===== src/rtl/alu_pkg.sv =====
// ============================================================================
// alu_pkg : shared widths, ALU opcodes and arbiter FSM states
// Rev 1.0
// ============================================================================
`default_nettype none

package alu_pkg;

  localparam int DATA_W = 8;
  localparam int OP_W   = 4;
  localparam int IMM_W  = 5;

  localparam logic [OP_W-1:0] OP_AND = 4'b0000;
  localparam logic [OP_W-1:0] OP_ADD = 4'b0001;
  localparam logic [OP_W-1:0] OP_SLL = 4'b0010;
  localparam logic [OP_W-1:0] OP_SRL = 4'b0011;
  localparam logic [OP_W-1:0] OP_SUB = 4'b0100;
  localparam logic [OP_W-1:0] OP_SLT = 4'b0101;
  localparam logic [OP_W-1:0] OP_ABS = 4'b0110;
  localparam logic [OP_W-1:0] OP_SEQ = 4'b0111;
  localparam logic [OP_W-1:0] OP_SET = 4'b1000;
  localparam logic [OP_W-1:0] OP_NOP = 4'b1111;

  typedef enum logic [1:0] {
    ST_IDLE = 2'd0,
    ST_EXEC = 2'd1,
    ST_RESP = 2'd2
  } state_t;

  // Only the compare ops produce a meaningful CB flag.
  function automatic logic is_flag_op(input logic [OP_W-1:0] op);
    return (op == OP_SLT) || (op == OP_SEQ);
  endfunction

endpackage

`default_nettype wire


===== src/rtl/rr_arbiter2.sv =====
// ============================================================================
// rr_arbiter2 : combinational two-way round-robin grant (one-hot)
// Rev 1.0
// ============================================================================
`default_nettype none

module rr_arbiter2 (
  input  logic [1:0] i_valid,
  input  logic       i_last_grant,
  output logic [1:0] o_grant
);

  // On contention the requester that did not win last time is favoured.
  assign o_grant[0] = i_valid[0] & (~i_valid[1] |  i_last_grant);
  assign o_grant[1] = i_valid[1] & (~i_valid[0] | ~i_last_grant);

endmodule

`default_nettype wire


===== src/rtl/alu_arbiter.sv =====
// ============================================================================
// alu_arbiter : shares one combinational ALU between two requesters with a
//               round-robin grant and a back-pressured tagged response.
// Rev 1.0
// ============================================================================
`default_nettype none

module alu_arbiter
  import alu_pkg::*;
#(
  parameter logic [OP_W-1:0] MAX_OP = OP_SET
) (
  input  logic              clk,
  input  logic              reset,

  input  logic              req0_valid_i,
  output logic              req0_ready_o,
  input  logic [OP_W-1:0]   req0_opcode_i,
  input  logic [DATA_W-1:0] req0_rs_i,
  input  logic [DATA_W-1:0] req0_rt_i,
  input  logic [IMM_W-1:0]  req0_imm_i,

  input  logic              req1_valid_i,
  output logic              req1_ready_o,
  input  logic [OP_W-1:0]   req1_opcode_i,
  input  logic [DATA_W-1:0] req1_rs_i,
  input  logic [DATA_W-1:0] req1_rt_i,
  input  logic [IMM_W-1:0]  req1_imm_i,

  output logic              rsp_valid_o,
  input  logic              rsp_ready_i,
  output logic              rsp_id_o,
  output logic [DATA_W-1:0] rsp_result_o,
  output logic              rsp_cb_o,
  output logic              rsp_err_o,

  output logic [OP_W-1:0]   alu_opcode_o,
  output logic [DATA_W-1:0] alu_rs_o,
  output logic [DATA_W-1:0] alu_rt_o,
  output logic [IMM_W-1:0]  alu_imm_o,
  input  logic [DATA_W-1:0] alu_result_i,
  input  logic              alu_zero_i
);

  state_t          r_state;
  logic            r_last_grant;
  logic            r_id;
  logic [OP_W-1:0] r_op;
  logic            r_illegal;

  logic [1:0]        w_grant;
  logic [1:0]        w_take;
  logic              w_accept;
  logic              w_sel;
  logic [OP_W-1:0]   w_op;
  logic [DATA_W-1:0] w_rs;
  logic [DATA_W-1:0] w_rt;
  logic [IMM_W-1:0]  w_imm;
  logic              w_illegal;

  rr_arbiter2 u_rr (
    .i_valid      ({req1_valid_i, req0_valid_i}),
    .i_last_grant (r_last_grant),
    .o_grant      (w_grant)
  );

  // Ready is offered only while idle; reset suppresses it in the same cycle.
  assign w_take       = w_grant & {2{(r_state == ST_IDLE) && !reset}};
  assign req0_ready_o = w_take[0];
  assign req1_ready_o = w_take[1];
  assign w_accept     = |w_take;
  assign w_sel        = w_take[1];

  assign w_op      = w_sel ? req1_opcode_i : req0_opcode_i;
  assign w_rs      = w_sel ? req1_rs_i     : req0_rs_i;
  assign w_rt      = w_sel ? req1_rt_i     : req0_rt_i;
  assign w_imm     = w_sel ? req1_imm_i    : req0_imm_i;
  assign w_illegal = (w_op > MAX_OP);

  always_ff @(posedge clk) begin
    if (reset) begin
      r_state      <= ST_IDLE;
      r_last_grant <= 1'b1;
      r_id         <= 1'b0;
      r_op         <= OP_NOP;
      r_illegal    <= 1'b0;
      alu_opcode_o <= OP_NOP;
      alu_rs_o     <= '0;
      alu_rt_o     <= '0;
      alu_imm_o    <= '0;
      rsp_valid_o  <= 1'b0;
      rsp_id_o     <= 1'b0;
      rsp_result_o <= '0;
      rsp_cb_o     <= 1'b0;
      rsp_err_o    <= 1'b0;
    end else begin
      case (r_state)
        ST_IDLE: begin
          if (w_accept) begin
            r_id         <= w_sel;
            r_last_grant <= w_sel;
            r_op         <= w_op;
            r_illegal    <= w_illegal;
            // An illegal op drives NOP so the ALU keeps its internal state.
            alu_opcode_o <= w_illegal ? OP_NOP : w_op;
            alu_rs_o     <= w_rs;
            alu_rt_o     <= w_rt;
            alu_imm_o    <= w_imm;
            r_state      <= ST_EXEC;
          end
        end
        ST_EXEC: begin
          rsp_id_o     <= r_id;
          rsp_err_o    <= r_illegal;
          rsp_result_o <= r_illegal ? '0 : alu_result_i;
          rsp_cb_o     <= !r_illegal && is_flag_op(r_op) && alu_zero_i;
          rsp_valid_o  <= 1'b1;
          r_state      <= ST_RESP;
        end
        ST_RESP: begin
          if (rsp_ready_i) begin
            rsp_valid_o <= 1'b0;
            r_state     <= ST_IDLE;
          end
        end
        default: r_state <= ST_IDLE;
      endcase
    end
  end

endmodule

`default_nettype wire


===== config.mk =====
export PLATFORM = sky130hd
export DESIGN_NAME = alu_arbiter
export DESIGN_NICKNAME = d
export VERILOG_FILES = /design/src/rtl/alu_pkg.sv /design/src/rtl/rr_arbiter2.sv /design/src/rtl/alu_arbiter.sv
export SDC_FILE = /design/constraint.sdc
export NUM_CORES = 1
export LEC_CHECK = 0
export ABC_CLOCK_PERIOD_IN_PS = 1500
export BUFFER_PORTS_ARGS = -buffer_cell sky130_fd_sc_hd__buf_2
export CAP_MARGIN = 20
export CELL_PAD_IN_SITES_DETAIL_PLACEMENT = 1
export CELL_PAD_IN_SITES_GLOBAL_PLACEMENT = 1
export CORE_UTILIZATION = 28
export CTS_CLUSTER_SIZE = 8
export DETAILED_ROUTE_END_ITERATION = 6
export PLACE_DENSITY_LB_ADDON = 0.1
export SYNTH_ARGS = -nofsm -noshare
export SYNTH_HDL_FRONTEND = slang
export SYNTH_SLANG_ARGS = --single-unit

===== constraint.sdc =====
create_clock -name clk -period 1.5 [get_ports clk]
set_input_delay 0.225 -clock clk [delete_from_list [all_inputs] [get_ports clk]]
set_output_delay 0.225 -clock clk [all_outputs]
set_load 0.005 [all_outputs]

==> impl_metrics.py <==
metrics = {
    "global_routing": {
        "grt_pass1_vias": 1923,
        "antenna_found_initial": 0,
        "track_usage_pct": 16.1,
        "grt_max_degree": 44,
        "grt_pass1_wl_um": 9250,
        "overflow": 0,
    },
    "synthesis": {
        "yosysSeqAreaShare_pct": 45.9,
        "avgSynthCellArea_um2": 9.18,
        "synth.cell_area_um2": 1920,
        "synth_flop_cell": "dfxtp_1",
        "netlist_instances": 209,
        "synth_edf_count": 0,
        "ys_types": 33,
        "syn-num-nets": 273,
        "ys_async_sr_fraction_pct": 0,
        "ys_warn_count": 0,
        "ys_seq_elements": 44,
    },
    "clocking": {
        "cts_tree": "done",
        "cts.clk_slew.worst_paths_ns": 0.08,
        "cts-root-buf": "clkbuf_8",
        "cts_max_path_buffers": 2,
        "cts_hold_buf": 0,
        "clock_latency_ns": 0.29,
        "h-tree-depth": 2,
        "cts_sinks": 44,
        "cts_made_buffers": 5,
    },
    "setup_path": {
        "critical_path_required_ns": 1.67,
        "cp-end-kind": "flop",
        "arrival_ns": 1.72,
        "reg2reg_from": "r_state[0]",
        "r2r_slack_ns": -0.05,
        "start_kind": "flop",
        "r2r_end": "alu_opcode_o[2]",
        "cp_top_family": "compound AO/OA/AOI/OAI gates",
        "crit_buf_inv": 2,
        "critical_path.cell_chain": "nor3_4 -> buf_4 -> buf_4 -> a2111o_1 -> a41oi_2 -> o311ai_1",
        "cpMostUsedCell": "buf_4",
        "crit_type": "flop to flop",
        "slowest_delay_ns": 0.39,
        "slowest_stage": "a2111o_1",
        "crit_fanout": 4,
        "ff2ff_path_depth": 6,
    },
    "timing": {
        "finalMaxSlewViolations": 0,
        "setup_tns_ns": -0.199,
        "worst_slew_pin_slew_ns": 0.475,
        "finalCritPeriodShare_pct": 104,
        "rsz0062_at_grt": "true",
        "hold_viol_final": 0,
        "timing.slew.headroom_pct": 68.3,
        "setup_viol": 5,
        "max_clock_freq_mhz": 644,
        "min_period_ns": 1.55,
        "setup_slack_ns": -0.0539,
        "skew_ns": 0.00523,
    },
    "route": {
        "routedWlPerCell_um": 14.1,
        "vias": 1945,
        "drc": 5,
        "drt_first_iter_violations": 41,
        "drt-total-wl_um": 5670,
        "ant_nets": 0,
        "drtPass1Iterations": 7,
        "viasPerCell": 4.83,
    },
    "final_layout": {
        "n_antenna_cell": 0,
        "fin_nets": 389,
        "layout_commonest_cell": "buf_2",
        "layout-area-overhead-vs-synth_pct": 49.3,
        "final_cell_mix": "buf_2 (101), dfxtp_1 (42), nor2_1 (39)",
        "n_fill_cell": 790,
        "final_util_pct": 44.1,
        "drive_above_1_share_pct": 45.1,
        "fin_area_um2": 2870,
    },
    "floorplan": {
        "num_rows": 29,
        "die_w_um": 84.8,
        "io_pins": 103,
        "die_h_um": 84.8,
        "die-area_um2": 7190,
        "core_area_um2": 6490,
        "start_util_pct": 29.6,
    },
    "status": {
        "violations": "design-rule violations, negative setup slack",
        "outcome": "finished, violations left",
    },
    "placed_design": {
        "gp_congestion": 0.748,
        "portBuffers": 102,
        "dp_hpwl_um": 3920,
        "placed_cell_area_um2": 2600,
        "detailedPlace.worstSlack_ns": -0.0570,
    },
    "hold_path": {
        "min_to": "r_state[1]",
        "hold_depth": 4,
        "min_from": "rsp_ready_i",
        "min_path_type": "primary input to flop",
    },
    "pwr": {
        "powerDensity_nw_per_um2": 987,
        "power_mw": 2.83,
        "power.leakage_nw": 1.48,
        "ir_drop_mv": 0.301,
    },
    "run": {
        "max-cap-violations": 0,
    },
}
power by group:
part	internal (mW)	switching, mW
Combinational	0.336	0.284
Sequential	1.26	0.0517
Clock	0.495	0.400
state kept, by name, indices dropped and copies added (netlist names), 2 cells and up:
register / count
alu_rs_o: 8
alu_rt_o: 8
rsp_result_o: 8
alu_imm_o: 5
alu_opcode_o: 4
r_op: 2
r_state: 2
layout make-up:
cell class / count / area [um2] / share of cell area, %
Multi-Input combinational cell: 143 / 975 / 34.0
Sequential cell: 44 / 886 / 30.9
Timing Repair Buffer: 125 / 772 / 26.9
Tap cell: 77 / 96.3 / 3.36
Clock buffer: 6 / 72.6 / 2.53
Clock inverter: 2 / 35.0 / 1.22
Inverter: 6 / 30.0 / 1.05
metal layers:
layer	up-vias	routed length, um	global-route usage (%)	part of all wire [%]
li1	976	-	-	-
met1	903	2500	19.7	44
met2	58	2760	28.0	49
met3	8	362	4.62	6.4
met4	0	48	3.70	0.85
met5	-	0	0	0
kinds of logic after synthesis:
group	count (synthesis)	synth area share [%]
compound gates	48	17.7
mux	24	12.6
simple gates	71	18.8
flops	44	45.9
buf+inv	22	5.08
synthesized netlist by cell type (all sizes together) (4+ instances only):
master | instances | area (um2)
nor3b | 10 | 75.1
o21ai | 4 | 23.8
a211oi | 23 | 173
mux2i | 23 | 230
nor2 | 39 | 146
a21oi | 10 | 50.1
nand4 | 4 | 25.0
inv | 6 | 22.5
dfxtp | 44 | 881
buf | 9 | 48.8
clkbuf | 7 | 26.3
nand2 | 9 | 36.3
worst min-delay path: cells and delay by family:
family / cells / cell delay (ns)
buffers and inverters: 1 / 0.09
AND/OR/NAND/NOR: 2 / 0.09
AO/OA/AOI/OAI: 1 / 0.05
per-stage QoR:
stage          cells  hold WS, ns
2_1_floorplan    209        0.398
3_3_place_gp     387        0.463
3_5_place_dp     387        0.469
4_1_cts          403        0.185
5_1_grt          403        0.196
6_report         403        0.198
worst max path at each step:
stage | slack, ns | from | end | cells after the start
2_1_floorplan | -0.01 | reset | r_last_grant | 5
3_3_place_gp | -0.04 | req1_valid_i | alu_opcode_o[0] | 5
3_5_place_dp | -0.06 | req1_valid_i | alu_opcode_o[2] | 5
4_1_cts | -0.04 | r_state[0] | req0_ready_o | 6
5_1_grt | -0.11 | r_state[0] | req1_ready_o | 5
6_report | -0.05 | r_state[0] | alu_opcode_o[2] | 6
what timing repair did:
item / in CTS / in global routing
gates resized for setup: 10 / 9
setup endpoints to repair: 5 / 31
cloned: 1 / 0
endpoints found under the hold margin: 0 / 0
pin swaps: 6 / 11
buffers inserted: 7 / 0
No activity file was read; power rests on OpenSTA's default activity.
